$ cat src/rtl/vend_pkg.sv
// vend_pkg: controller state encoding, coin unit and default price/credit constants
// shared by the vending dispense controller and its gap timer.
package vend_pkg;

  typedef enum logic [1:0] {
    ST_IDLE     = 2'd0,
    ST_DISPENSE = 2'd1,
    ST_CHANGE   = 2'd2
  } vend_state_e;

  localparam int COIN_UNIT      = 50;
  localparam int CW             = 3;
  localparam int TW             = 16;
  localparam int PRICE0_DEF     = 4;
  localparam int PRICE1_DEF     = 3;
  localparam int MAX_CREDIT_DEF = 6;

endpackage

$ cat src/rtl/vend_gap_timer.sv
// vend_gap_timer: loadable down-counter with zero flag; counts down when enabled and
// holds at zero. Shared by motor timeout, change pacing and optional idle refund.
module vend_gap_timer #(
  parameter int W = 16
) (
  input  logic         i_clk,
  input  logic         i_rst,
  input  logic         i_load,
  input  logic [W-1:0] i_load_val,
  input  logic         i_en,
  output logic         o_zero
);

  logic [W-1:0] r_cnt;

  always_ff @(posedge i_clk) begin
    if (i_rst) begin
      r_cnt <= '0;
    end else if (i_load) begin
      r_cnt <= i_load_val;
    end else if (i_en && (r_cnt != '0)) begin
      r_cnt <= r_cnt - W'(1);
    end
  end

  assign o_zero = (r_cnt == '0);

endmodule

$ cat src/rtl/vend_dispense_ctrl.sv
// vend_dispense_ctrl: coin credit, product arbitration, timed motor dispense and paced change.
// Define VEND_IDLE_TIMEOUT_EN to auto-refund credit left idle for IDLE_TO cycles.
module vend_dispense_ctrl
  import vend_pkg::*;
#(
  parameter int MAX_CREDIT = MAX_CREDIT_DEF,
  parameter int PRICE0     = PRICE0_DEF,
  parameter int PRICE1     = PRICE1_DEF,
  parameter int MTR_TO     = 1000,
  parameter int CHG_GAP    = 8
`ifdef VEND_IDLE_TIMEOUT_EN
  , parameter int IDLE_TO  = 5000
`endif
) (
  input  logic          i_clk,
  input  logic          i_rst,
  input  logic          i_coin50,
  input  logic          i_coin100,
  input  logic [1:0]    i_sel,
  input  logic          i_cancel,
  input  logic [1:0]    i_stock_empty,
  input  logic          i_mtr_done,
  output logic [CW-1:0] o_credit,
  output logic [1:0]    o_mtr_on,
  output logic          o_coin_out,
  output logic          o_coin_rej,
  output logic          o_insuf,
  output logic          o_y,
  output logic          o_fault,
  output logic [1:0]    o_state
);

  // state    | meaning
  // IDLE     | take coins, cancel and selections
  // DISPENSE | motor on, waiting for mtr_done or timeout
  // CHANGE   | eject one coin every CHG_GAP cycles until credit is 0

  localparam logic [CW-1:0] L_PRICE0   = CW'(PRICE0);
  localparam logic [CW-1:0] L_PRICE1   = CW'(PRICE1);
  localparam logic [CW:0]   L_MAX      = (CW+1)'(MAX_CREDIT);
  localparam logic [TW-1:0] L_MTR_LOAD = TW'(MTR_TO - 1);
  localparam logic [TW-1:0] L_GAP_LOAD = TW'(CHG_GAP - 1);

  vend_state_e   r_state, w_state_nx;
  logic [CW-1:0] r_credit, w_credit_nx;
  logic [1:0]    r_mtr_on, w_mtr_on_nx;
  logic          r_fault, w_fault_nx;
  logic          r_coin_out, r_coin_rej, r_insuf, r_y;
  logic          w_coin_out_nx, w_coin_rej_nx, w_insuf_nx, w_y_nx;
  logic          w_taken, w_tmr_load, w_tmr_en, w_tmr_zero;
  logic [TW-1:0] w_tmr_val;
  logic [CW-1:0] w_coin_val, w_price;
  logic [CW:0]   w_sum;
`ifdef VEND_IDLE_TIMEOUT_EN
  localparam logic [TW-1:0] L_IDLE_LOAD = TW'(IDLE_TO - 1);
  logic w_any_pulse;
  assign w_any_pulse = i_coin50 | i_coin100 | i_cancel | (|i_sel);
`endif

  assign w_coin_val = i_coin100 ? CW'(2) : CW'(1);
  assign w_sum      = {1'b0, r_credit} + {1'b0, w_coin_val};
  assign w_price    = r_mtr_on[1] ? L_PRICE1 : L_PRICE0;

  vend_gap_timer #(.W(TW)) u_timer (
    .i_clk      (i_clk),
    .i_rst      (i_rst),
    .i_load     (w_tmr_load),
    .i_load_val (w_tmr_val),
    .i_en       (w_tmr_en),
    .o_zero     (w_tmr_zero)
  );

  always_comb begin
    w_state_nx    = r_state;
    w_credit_nx   = r_credit;
    w_mtr_on_nx   = r_mtr_on;
    w_fault_nx    = r_fault;
    w_coin_out_nx = 1'b0;
    w_coin_rej_nx = 1'b0;
    w_insuf_nx    = 1'b0;
    w_y_nx        = 1'b0;
    w_taken       = 1'b0;
    w_tmr_load    = 1'b0;
    w_tmr_val     = '0;
    w_tmr_en      = 1'b0;
    case (r_state)
      ST_IDLE: begin
        if (i_cancel && (r_credit != '0)) begin
          w_taken    = 1'b1;
          w_state_nx = ST_CHANGE;
          w_tmr_load = 1'b1;
        end else if (i_sel[0]) begin
          if ((r_credit >= L_PRICE0) && !i_stock_empty[0] && !r_fault) begin
            w_taken     = 1'b1;
            w_state_nx  = ST_DISPENSE;
            w_mtr_on_nx = 2'b01;
            w_credit_nx = r_credit - L_PRICE0;
            w_tmr_load  = 1'b1;
            w_tmr_val   = L_MTR_LOAD;
          end else begin
            w_insuf_nx = 1'b1;
          end
        end else if (i_sel[1]) begin
          if ((r_credit >= L_PRICE1) && !i_stock_empty[1] && !r_fault) begin
            w_taken     = 1'b1;
            w_state_nx  = ST_DISPENSE;
            w_mtr_on_nx = 2'b10;
            w_credit_nx = r_credit - L_PRICE1;
            w_tmr_load  = 1'b1;
            w_tmr_val   = L_MTR_LOAD;
          end else begin
            w_insuf_nx = 1'b1;
          end
        end
`ifdef VEND_IDLE_TIMEOUT_EN
        // Any user pulse or empty credit restarts the idle window.
        if (!w_taken) begin
          if (w_any_pulse || (r_credit == '0)) begin
            w_tmr_load = 1'b1;
            w_tmr_val  = L_IDLE_LOAD;
          end else if (w_tmr_zero) begin
            w_taken    = 1'b1;
            w_state_nx = ST_CHANGE;
            w_tmr_load = 1'b1;
          end else begin
            w_tmr_en = 1'b1;
          end
        end
`endif
      end
      ST_DISPENSE: begin
        if (i_mtr_done) begin
          w_mtr_on_nx = 2'b00;
          w_y_nx      = 1'b1;
          w_state_nx  = (r_credit != '0) ? ST_CHANGE : ST_IDLE;
          w_tmr_load  = 1'b1;
        end else if (w_tmr_zero) begin
          w_mtr_on_nx = 2'b00;
          w_fault_nx  = 1'b1;
          w_credit_nx = r_credit + w_price;
          w_state_nx  = ST_CHANGE;
          w_tmr_load  = 1'b1;
        end else begin
          w_tmr_en = 1'b1;
        end
      end
      ST_CHANGE: begin
        if (r_credit == '0) begin
          w_state_nx = ST_IDLE;
        end else if (w_tmr_zero) begin
          w_coin_out_nx = 1'b1;
          w_credit_nx   = r_credit - CW'(1);
          w_tmr_load    = 1'b1;
          w_tmr_val     = L_GAP_LOAD;
        end else begin
          w_tmr_en = 1'b1;
        end
      end
      default: w_state_nx = ST_IDLE;
    endcase
    // coin100 wins a simultaneous pair; the coin50 always bounces.
    if (i_coin50 || i_coin100) begin
      if ((r_state == ST_IDLE) && !w_taken && !r_fault && (w_sum <= L_MAX)) begin
        w_credit_nx = r_credit + w_coin_val;
      end else begin
        w_coin_rej_nx = 1'b1;
      end
      if (i_coin50 && i_coin100) begin
        w_coin_rej_nx = 1'b1;
      end
    end
  end

  always_ff @(posedge i_clk) begin
    if (i_rst) begin
      r_state    <= ST_IDLE;
      r_credit   <= '0;
      r_mtr_on   <= 2'b00;
      r_fault    <= 1'b0;
      r_coin_out <= 1'b0;
      r_coin_rej <= 1'b0;
      r_insuf    <= 1'b0;
      r_y        <= 1'b0;
    end else begin
      r_state    <= w_state_nx;
      r_credit   <= w_credit_nx;
      r_mtr_on   <= w_mtr_on_nx;
      r_fault    <= w_fault_nx;
      r_coin_out <= w_coin_out_nx;
      r_coin_rej <= w_coin_rej_nx;
      r_insuf    <= w_insuf_nx;
      r_y        <= w_y_nx;
    end
  end

  assign o_credit   = r_credit;
  assign o_mtr_on   = r_mtr_on;
  assign o_coin_out = r_coin_out;
  assign o_coin_rej = r_coin_rej;
  assign o_insuf    = r_insuf;
  assign o_y        = r_y;
  assign o_fault    = r_fault;
  assign o_state    = r_state;

endmodule
$ cat config.mk
export PLATFORM = sky130hd
export DESIGN_NAME = vend_dispense_ctrl
export DESIGN_NICKNAME = d
export VERILOG_FILES = /design/src/rtl/vend_pkg.sv /design/src/rtl/vend_gap_timer.sv /design/src/rtl/vend_dispense_ctrl.sv
export SDC_FILE = /design/constraint.sdc
export NUM_CORES = 1
export LEC_CHECK = 0
export ABC_AREA = 1
export CAP_MARGIN = 10
export CORE_MARGIN = 1.5
export CORE_UTILIZATION = 53
export CTS_BUF_LIST = sky130_fd_sc_hd__clkbuf_2
export CTS_CLUSTER_DIAMETER = 80
export DETAILED_ROUTE_END_ITERATION = 7
export PLACE_DENSITY = 0.78
export SLEW_MARGIN = 20
export SYNTH_ARGS = -nofsm -noshare
export SYNTH_HDL_FRONTEND = slang
export SYNTH_SLANG_ARGS = --single-unit
$ cat constraint.sdc
create_clock -name i_clk -period 1.8 [get_ports i_clk]
set_input_delay 0.18 -clock i_clk [delete_from_list [all_inputs] [get_ports i_clk]]
set_output_delay 0.18 -clock i_clk [all_outputs]
set_load 0.02 [all_outputs]
==> flow_metrics.py, run 1 <==
metrics = {
    "status": {
        "status": "finished, violations left",
        "violations": "negative setup slack",
    },
    "clocking": {
        "cts_tree": "yes",
        "clock-sinks": 28,
        "cts_buffer_depth": 2,
        "clk_pin_slew_ps": 310,
        "cts_root_buf": "clkbuf_2",
        "cts-buffers-inserted": 3,
        "hold_buffers": 0,
        "htree_num_levels": 1,
        "clk_latency_ps": 410,
    },
    "synth": {
        "synth_top_cell_by_area": "dfxtp_1",
        "syn_nets": 362,
        "synth_area_per_cell_um2": 6.40,
        "synth_seq_cells": 28,
        "async_flop_share_pct": 0,
        "yosysSeqAreaShare_pct": 25.9,
        "ys_top_cells_by_area": "dfxtp_1, nand2_1, nor2_1",
        "ys_warn_count": 0,
        "netlist_area_mm2": 0.00216,
        "ys.flop_type": "dfxtp_1",
        "ys_types": 33,
        "synth-edff-count": 0,
        "synthCells": 338,
        "netlist.area_leader.share_pct": 25.9,
        "ys_top_cells_by_count": "nand2_1, nor2_1, inv_1, nand3_1, dfxtp_1",
        "synth_most_common_cell": "nand2_1",
    },
    "routing": {
        "drc": 0,
        "detail_route.wl_per_cell_um": 16.8,
        "first_pass_iters": 7,
        "drtIter0Drc": 290,
        "routed_wl_mm": 7.88,
        "vias_per_cell": 5.76,
        "drtAntennaViolNets": 0,
        "vias": 2700,
    },
    "placement": {
        "dp.final_hpwl_mm": 4.34,
        "port_buffers": 21,
        "gp_congestion": 0.878,
        "postPlaceCellArea_mm2": 0.00271,
    },
    "layout": {
        "multiInputGateArea_mm2": 0.00169,
        "diodes": 0,
        "layout-drive-gt1-share_pct": 35.8,
        "regArea_um2": 578,
        "stdcell_area_mm2": 0.00328,
        "nNetsFinal": 444,
        "nFillCells": 239,
        "areaGrowthSynthToFinish_pct": 51.9,
    },
    "sta": {
        "post-route-period-util_pct": 113,
        "tightest_slew_ps": 798,
        "worst_slack_ps": -228,
        "clock_skew_ps": 34.8,
        "fin_tns_setup_ps": -2530,
        "setup_viol": 23,
        "slew_headroom_pct": 46.7,
        "hold_violations": 0,
        "rsz0062_at_grt": "yes",
        "fin_crit_ps": 2030,
        "finalMaxSlewViolations": 0,
        "max_freq_ghz": 0.493,
    },
    "floorplanning": {
        "num_io_pins": 22,
        "rows": 23,
        "dieHeight_um": 66.9,
        "dieArea_mm2": 0.00447,
        "coreArea_mm2": 0.00397,
        "fp.dieW_um": 66.9,
        "initial_utilization_pct": 54.4,
    },
    "setup_path": {
        "cp.required_ps": 2170,
        "worst-path-buf-inv": 4,
        "path_max_fanout": 8,
        "slowest_stage": "dfxtp_4",
        "end_kind": "flip-flop",
        "worstPathArrival_ps": 2390,
        "crit_family": "simple AND/OR/NAND/NOR gates",
        "regToRegEndpoint": "u_timer.r_cnt[9]",
        "endpoint": "u_timer.r_cnt[9]",
        "rrSetupSlack_ps": -230,
        "worstSetupPathType": "flip-flop to flip-flop",
        "slowest_delay_ps": 470,
        "reg2reg_from": "o_credit[0]",
        "reg2reg_depth": 13,
        "worst-path-stages": 13,
        "start_kind": "flip-flop",
        "crit_chain": "buf_6 > inv_4 > ha_4 > ha_4 > inv_6 > nand4_1 > nand3_4 > buf_12 > nand2_8 > nand2_2 > nand2_2 > nor2_2 > nor2_1",
        "critPathLaunch": "o_credit[0]",
    },
    "pwr": {
        "cellPowerDensity_mw_per_mm2": 1920,
        "peakVddDrop_v": 0.00118,
        "p_leak_uw": 0.00161,
    },
    "grt": {
        "antenna_found_initial": 0,
        "grt_max_degree": 17,
        "grt_remaining_overflow": 0,
        "grt_use_total_pct": 30.5,
        "grt_pass1_wl_mm": 10.4,
        "grt_pass1_vias": 2441,
    },
    "min_path": {
        "min_path_type": "primary input to flip-flop",
    },
    "run": {
        "cap_viol_max_count": 0,
    },
}
-- worst min-delay path, stage by stage --
cell	delay, ps
clkdlybuf4s50_1	440
nand2_1	110
a211oi_2	60
-- sequential cells by signal, summed over array words and instances (netlist names) --
| register | flops |
|---|---|
| u_timer.r_cnt | 16 |
| o_credit | 3 |
| o_mtr_on | 2 |
| o_state | 2 |
| o_coin_out | 1 |
| o_coin_rej | 1 |
| o_fault | 1 |
| o_insuf | 1 |
| o_y | 1 |
-- worst min path at each step --
stage	startpoint	end	cells after the start
after global routing	i_coin50	o_coin_rej	3
after global placement	o_mtr_on[0]	o_mtr_on[0]	2
after detailed placement	o_mtr_on[0]	o_mtr_on[0]	2
after floorplan	i_coin100	o_coin_rej	2
after CTS	i_coin50	o_coin_rej	3
final	i_coin50	o_coin_rej	3
-- through the flow --
stage	cells	hold slack, ps	setup slack (ps)	power, uW	utilization (%)
2_1_floorplan	338	328	1.98	3150	-
3_3_place_gp	442	451	-349	4220	68.1
3_5_place_dp	442	461	-482	4300	68.1
4_1_cts	459	330	-67.9	5310	75.5
5_1_grt	469	383	-265	6670	82.7
6_report	469	369	-228	6290	82.7
-- layout by cell type (no fill, tap or decap), drive strengths merged --
master | netlist | routed
nand2 | 93 | 95
buf | 6 | 61
nor2 | 55 | 55
inv | 49 | 48
nand3 | 35 | 35
dfxtp | 28 | 28
clkdlybuf4s50 | 0 | 19
a21oi | 15 | 15
o21ai | 12 | 12
ha | 12 | 12
xor2 | 8 | 8
nand4 | 6 | 6
nand3b | 4 | 4
nor3 | 4 | 4
clkbuf | 1 | 3
o211ai | 2 | 2
fa | 2 | 2
clkinvlp | 0 | 1
clkinv | 1 | 1
xnor2 | 1 | 1
and3 | 1 | 1
a211oi | 1 | 1
nor4 | 1 | 1
a311oi | 1 | 1
bufinv | 0 | 1
dlygate4sd2 | 0 | 1
dlymetal6s2s | 0 | 1
-- cell families (layout without fill, tap and decap cells) --
family	after synthesis	in the layout	synth area share (%)
xor gates and xnor gates	9	9	3.65
AOI/OAI and AO/OA	31	31	8.91
and+or+nand+nor	199	201	41.6
DFF	28	28	25.9
buffers and inverters	57	136	11.2
adders and majority gates	14	14	8.80
-- where the power goes --
| group | switching [uW] | total, uW | internal (uW) | leakage, uW |
|---|---|---|---|---|
| Clock | 211 | 401 | 191 | 0.0000266 |
| Combinational | 2830 | 4960 | 2130 | 0.00135 |
| Sequential | 149 | 935 | 785 | 0.000232 |
-- layout make-up --
type                       instances  area share (%)
inverter                          50            6.13
tap                               50            1.90
sequential                        28            17.6
clock inverter                     1           0.914
clock buffer                       3           0.457
timing repair buffer              82            21.5
multi-input combinational        255            51.5
-- what timing repair did --
action | 4_1_cts | 5_1_grt
resized for setup | 41 | 56
endpoints found under the setup margin | 22 | 26
pin swaps | 28 | 37
cloned | 1 | 1
buffers inserted | 12 | 10
-- per-layer routing --
| metal | global-route usage, % | routed length [um] | up-vias |
|---|---|---|---|
| met1 | 32.5 | 2900 | 1274 |
| met2 | 56.8 | 4060 | 140 |
| met5 | 0 | 0 | - |
| met4 | 17.3 | 465 | 0 |
| li1 | - | - | 1235 |
| met3 | 4.39 | 454 | 51 |
No activity file was read; power rests on OpenSTA's default activity.
==> run 2: changes to the inputs <==
Settings changed: CORE_MARGIN 1.5 to 10.
==> flow_metrics.py, run 2 (synthesis gave the netlist of run 1 again) <==
metrics = {
    "pwr": {
        "p_seq_share_pct": 16.2,
        "p_switching_uw": 2860,
        "combPwrFrac_pct": 79.0,
        "internal_power_uw": 2790,
        "peakVddDrop_v": 0.00126,
        "clkPwrFrac_pct": 4.8,
        "cellPowerDensity_mw_per_mm2": 1830,
        "swShare_pct": 50.6,
        "p_leak_uw": 0.00158,
    },
    "min_path": {
        "holdPathStages": 3,
        "min_path_type": "primary input to flip-flop",
    },
    "routing": {
        "routed_wl_mm": 7.27,
        "vias_per_cell": 5.62,
        "drc": 0,
        "detail_route.wl_per_cell_um": 15.8,
        "drtIter0Drc": 250,
        "first_pass_iters": 5,
        "drtAntennaViolNets": 0,
        "vias": 2593,
    },
    "floorplanning": {
        "num_io_pins": 22,
        "fp.dieW_um": 83.9,
        "dieArea_mm2": 0.00703,
        "coreArea_mm2": 0.00397,
        "rows": 23,
        "dieHeight_um": 83.9,
        "initial_utilization_pct": 54.4,
    },
    "status": {
        "status": "finished, violations left",
        "violations": "negative setup slack",
    },
    "placement": {
        "dp.final_hpwl_mm": 4.62,
        "gp_congestion": 0.972,
        "port_buffers": 21,
        "dp_slack_ps": -484,
    },
    "layout": {
        "areaGrowthSynthToFinish_pct": 42.9,
        "largest-register": "u_timer.r_cnt",
        "largest_reg_flops": 16,
        "layout-drive-gt1-share_pct": 29.7,
        "diodes": 0,
        "nNetsFinal": 436,
        "final_cell_mix": "nand2_1, buf_4, nor2_1, inv_1",
        "final_common_cell": "nand2_1",
    },
    "grt": {
        "antenna_found_initial": 0,
        "grt_pass1_vias": 2281,
        "grt_remaining_overflow": 0,
        "grt.busiest_layer": "met2",
        "met2_usage_pct": 30.9,
        "grt_use_met1_pct": 20.4,
        "grt_pass1_wl_mm": 10.5,
        "grt_use_total_pct": 17.4,
        "met3_usage_pct": 2.73,
        "grt_max_degree": 17,
    },
    "sta": {
        "max_freq_ghz": 0.478,
        "worst_slack_ps": -291,
        "post-route-period-util_pct": 116,
        "setup_viol": 24,
        "fin_crit_ps": 2090,
        "clock_skew_ps": 30.3,
        "finalMaxSlewViolations": 0,
        "tightest_slew_ps": 731,
        "rsz0062_at_grt": "yes",
        "slew_headroom_pct": 51.2,
        "hold_violations": 0,
        "timing.hold.ws_ps": 340,
    },
    "setup_path": {
        "crit_top_cell": "nand3_4",
        "reg2reg_depth": 13,
        "slowest_delay_ps": 440,
        "rrSetupSlack_ps": -290,
        "slowest_stage": "dfxtp_4",
        "cp.required_ps": 2170,
        "start_kind": "flip-flop",
        "path_max_fanout": 7,
        "crit_chain": "buf_12 > ha_4 > ha_4 > nor2_4 > nand2_2 > nand3_4 > nand3_4 > nand2_4 > nand3_4 > buf_6 > a21oi_4 > nor2_1 > nor2_1",
        "end_kind": "flip-flop",
        "worstSetupPathType": "flip-flop to flip-flop",
        "worstPathArrival_ps": 2460,
    },
    "clocking": {
        "clk_pin_slew_ps": 310,
        "cts_buffer_depth": 2,
        "hold_buffers": 0,
        "clock-sinks": 28,
        "cts_root_buf": "clkbuf_2",
        "clk_latency_ps": 410,
        "cts_tree": "yes",
        "cts-buffers-inserted": 3,
        "htree_num_levels": 1,
    },
    "run": {
        "cap_viol_max_count": 0,
    },
}
==> run 2: worst paths after layout <==
path	startpoint	endpoint
max	o_credit[0]	u_timer.r_cnt[9]
min	i_coin50	o_coin_rej
max reg2reg	o_credit[0]	u_timer.r_cnt[9]
min reg2reg	o_mtr_on[0]	o_mtr_on[0]
==> run 2: power groups by stage <==
stage	Sequential [uW]	Combinational, uW	Clock [uW]
floorplan	983	2170	0
global placement	919	3290	0
detailed placement	923	3360	0
CTS	917	3730	261
global route	936	4840	288
finish	915	4460	271
==> run 2: worst max-delay path: cells and delay by family (launching register included) <==
family	cells	cell delay [ps]
flops	1	440
fa+ha+maj	2	300
buf+inv	2	280
compound gates	1	260
simple gates	8	760
==> run 2: metrics by stage <==
stage,util [%],std cells,TNS (ps),cell area (um2),total power [uW]
2_1_floorplan,-,338,0,2170,3150
3_3_place_gp,67.7,440,-2100,2690,4210
3_5_place_dp,67.7,440,-3470,2690,4280
4_1_cts,72.7,451,-920,2890,4910
5_1_grt,77.8,461,-5780,3090,6070
6_report,77.8,461,-3790,3090,5650
==> run 2: final cells by class <==
type / count / area [um2]
inverter: 50 / 188
tap: 50 / 62.6
timing repair buffer: 75 / 659
multi-input combinational: 254 / 1590
fill: 294 / 881
clock buffer: 4 / 20.0
sequential: 28 / 573
==> run 2: routing by layer <==
metal,up-vias,part of all wire (%)
met5,-,0
met1,1216,40
met3,35,5.0
li1,1215,-
met4,0,3.6
met2,127,51
==> run 2: repair_timing <==
| item | CTS | global route |
|---|---|---|
| hold endpoints to repair | 0 | 0 |
| setup buffers | 9 | 10 |
| setup endpoints to repair | 22 | 29 |
| pin swaps | 30 | 26 |
| resized for setup | 32 | 34 |
| cloned | 0 | 1 |
==> run 3: changes to the inputs <==
Settings changed: CORE_UTILIZATION 53 to 52, CTS_BUF_LIST sky130_fd_sc_hd__clkbuf_2 to not set, GPL_ROUTABILITY_DRIVEN set to 0, PLACE_DENSITY 0.78 to 0.77.
==> flow_metrics.py, run 3 (synthesis gave the netlist of run 1 again) <==
metrics = {
    "status": {
        "status": "finished, violations left",
        "violations": "negative setup slack",
    },
    "pwr": {
        "peakVddDrop_v": 0.00112,
        "p_seq_share_pct": 17.1,
        "swShare_pct": 50.1,
        "combPwrFrac_pct": 76.3,
        "p_switching_uw": 2710,
        "cellPowerDensity_mw_per_mm2": 1780,
        "clkPwrFrac_pct": 6.6,
        "p_leak_uw": 0.00146,
        "internal_power_uw": 2700,
        "power_uw": 5410,
    },
    "grt": {
        "grt_max_degree": 17,
        "grt_pass1_wl_mm": 9.73,
        "met3_usage_pct": 3.77,
        "grt_use_met1_pct": 16.3,
        "grt_use_total_pct": 15.8,
        "antenna_found_initial": 0,
        "grt.busiest_layer": "met2",
        "grt_pass1_vias": 2294,
        "met2_usage_pct": 29.6,
        "grt_remaining_overflow": 0,
    },
    "sta": {
        "tightest_slew_ps": 673,
        "rsz0062_at_grt": "yes",
        "clock_skew_ps": 9.88,
        "worst_slack_ps": -77.5,
        "finalMaxSlewViolations": 0,
        "timing.hold.ws_ps": 466,
        "setup_viol": 17,
        "slew_headroom_pct": 55.1,
        "fin_crit_ps": 1880,
        "post-route-period-util_pct": 104,
        "max_freq_ghz": 0.533,
        "hold_violations": 0,
    },
    "clocking": {
        "cts-buffers-inserted": 3,
        "clk_pin_slew_ps": 100,
        "cts_buffer_depth": 2,
        "clock-sinks": 28,
        "htree_num_levels": 1,
        "cts_tree": "yes",
        "clk_latency_ps": 280,
        "cts_root_buf": "clkbuf_8",
    },
    "floorplanning": {
        "fp.dieW_um": 84.5,
        "coreArea_mm2": 0.00400,
        "dieHeight_um": 84.5,
        "num_io_pins": 22,
        "dieArea_mm2": 0.00714,
        "rows": 23,
        "initial_utilization_pct": 54.1,
    },
    "placement": {
        "postPlaceCellArea_mm2": 0.00268,
        "port_buffers": 21,
        "dp_slack_ps": -467,
        "dp.final_hpwl_mm": 4.37,
    },
    "setup_path": {
        "slowest_delay_ps": 390,
        "path_max_fanout": 8,
        "start_kind": "flip-flop",
        "slowest_stage": "dfxtp_4",
        "crit_chain": "ha_4 > ha_4 > nor2_4 > nand2_2 > nand3_4 > nand3_4 > nand2_4 > nand3_4 > a21oi_4 > and3_4",
        "cp.required_ps": 2030,
        "end_kind": "flip-flop",
        "worst-path-buf-inv": 0,
        "worstPathArrival_ps": 2110,
        "crit_family": "simple AND/OR/NAND/NOR gates",
        "worst-path-stages": 10,
        "crit_top_cell": "nand3_4",
        "worstSetupPathType": "flip-flop to flip-flop",
        "reg2reg_depth": 10,
    },
    "min_path": {
        "holdPathStages": 4,
        "min_path_type": "primary input to flip-flop",
    },
    "layout": {
        "largest_reg_flops": 16,
        "stdcell_area_mm2": 0.00305,
        "diodes": 0,
        "nFillCells": 290,
        "areaGrowthSynthToFinish_pct": 41.0,
        "regArea_um2": 573,
        "final_util_pct": 76.2,
        "final_common_cell": "nand2_1",
        "nNetsFinal": 425,
        "multiInputGateArea_mm2": 0.00163,
        "largest-register": "u_timer.r_cnt",
        "layout-drive-gt1-share_pct": 30.3,
        "final_cell_mix": "nand2_1, nor2_1, buf_4, inv_1, dfxtp_1",
    },
    "routing": {
        "drc": 0,
        "vias_per_cell": 5.23,
        "first_pass_iters": 4,
        "drtIter0Drc": 150,
        "vias": 2352,
        "drtAntennaViolNets": 0,
        "routed_wl_mm": 5.89,
        "detail_route.wl_per_cell_um": 13.1,
    },
    "run": {
        "cap_viol_max_count": 0,
    },
}
run 3: cell count changes in the layout (fill, tap and decap cells not counted), moves of 3 or more:
cell,before,now
a21oi_2,1,6
a21oi_1,11,7
clkbuf_2,4,0
buf_4,49,41
clkbuf_8,0,3
dlymetal6s2s_1,3,0
run 3: layout make-up:
class | count | share of cell area (%)
timing repair buffer | 64 | 18.0
tap | 50 | 2.05
sequential | 28 | 18.8
inverter | 50 | 6.36
multi-input combinational | 254 | 53.3
clock buffer | 4 | 1.48
run 3: repair_timing:
action,in CTS,in global routing
hold endpoints to repair,0,0
resized for setup,36,39
endpoints found under the setup margin,20,24
pin swaps,15,26
buffers inserted,4,3
cloned,0,1
hold buffers,0,0
run 3: tightest hold or removal path, stage by stage:
cell           delay (ps)
dlygate4sd2_1         260
buf_4                 140
nand2_1                70
a211oi_2               60
run 3: path summary, 6_finish.rpt:
path	start	slack [ps]	to
worst max-delay path	o_credit[0]	-80	u_timer.r_cnt[12]
worst min-delay path	i_coin100	470	o_coin_rej
worst max register to register	o_credit[0]	-80	u_timer.r_cnt[12]
worst min register to register	o_mtr_on[0]	480	o_mtr_on[0]
run 3: power groups by stage:
stage	Clock [uW]	Combinational, uW	Sequential (uW)
after floorplan	0	2170	983
after global placement	0	3240	918
after detailed placement	0	3300	916
after CTS	366	3590	918
after global routing	388	4550	948
final	357	4130	926
run 3: through the flow:
stage | std cells | TNS (ps)
after floorplan | 338 | 0
after global placement | 439 | -2260
after detailed placement | 439 | -2900
after CTS | 446 | -219
after global routing | 450 | -2690
final | 450 | -781
run 3: layer usage:
| layer | vias up | wire length (um) |
|---|---|---|
| li1 | 1197 | - |
| met1 | 1086 | 2470 |
| met2 | 58 | 3020 |
| met3 | 11 | 276 |
| met4 | 0 | 125 |
| met5 | - | 0 |
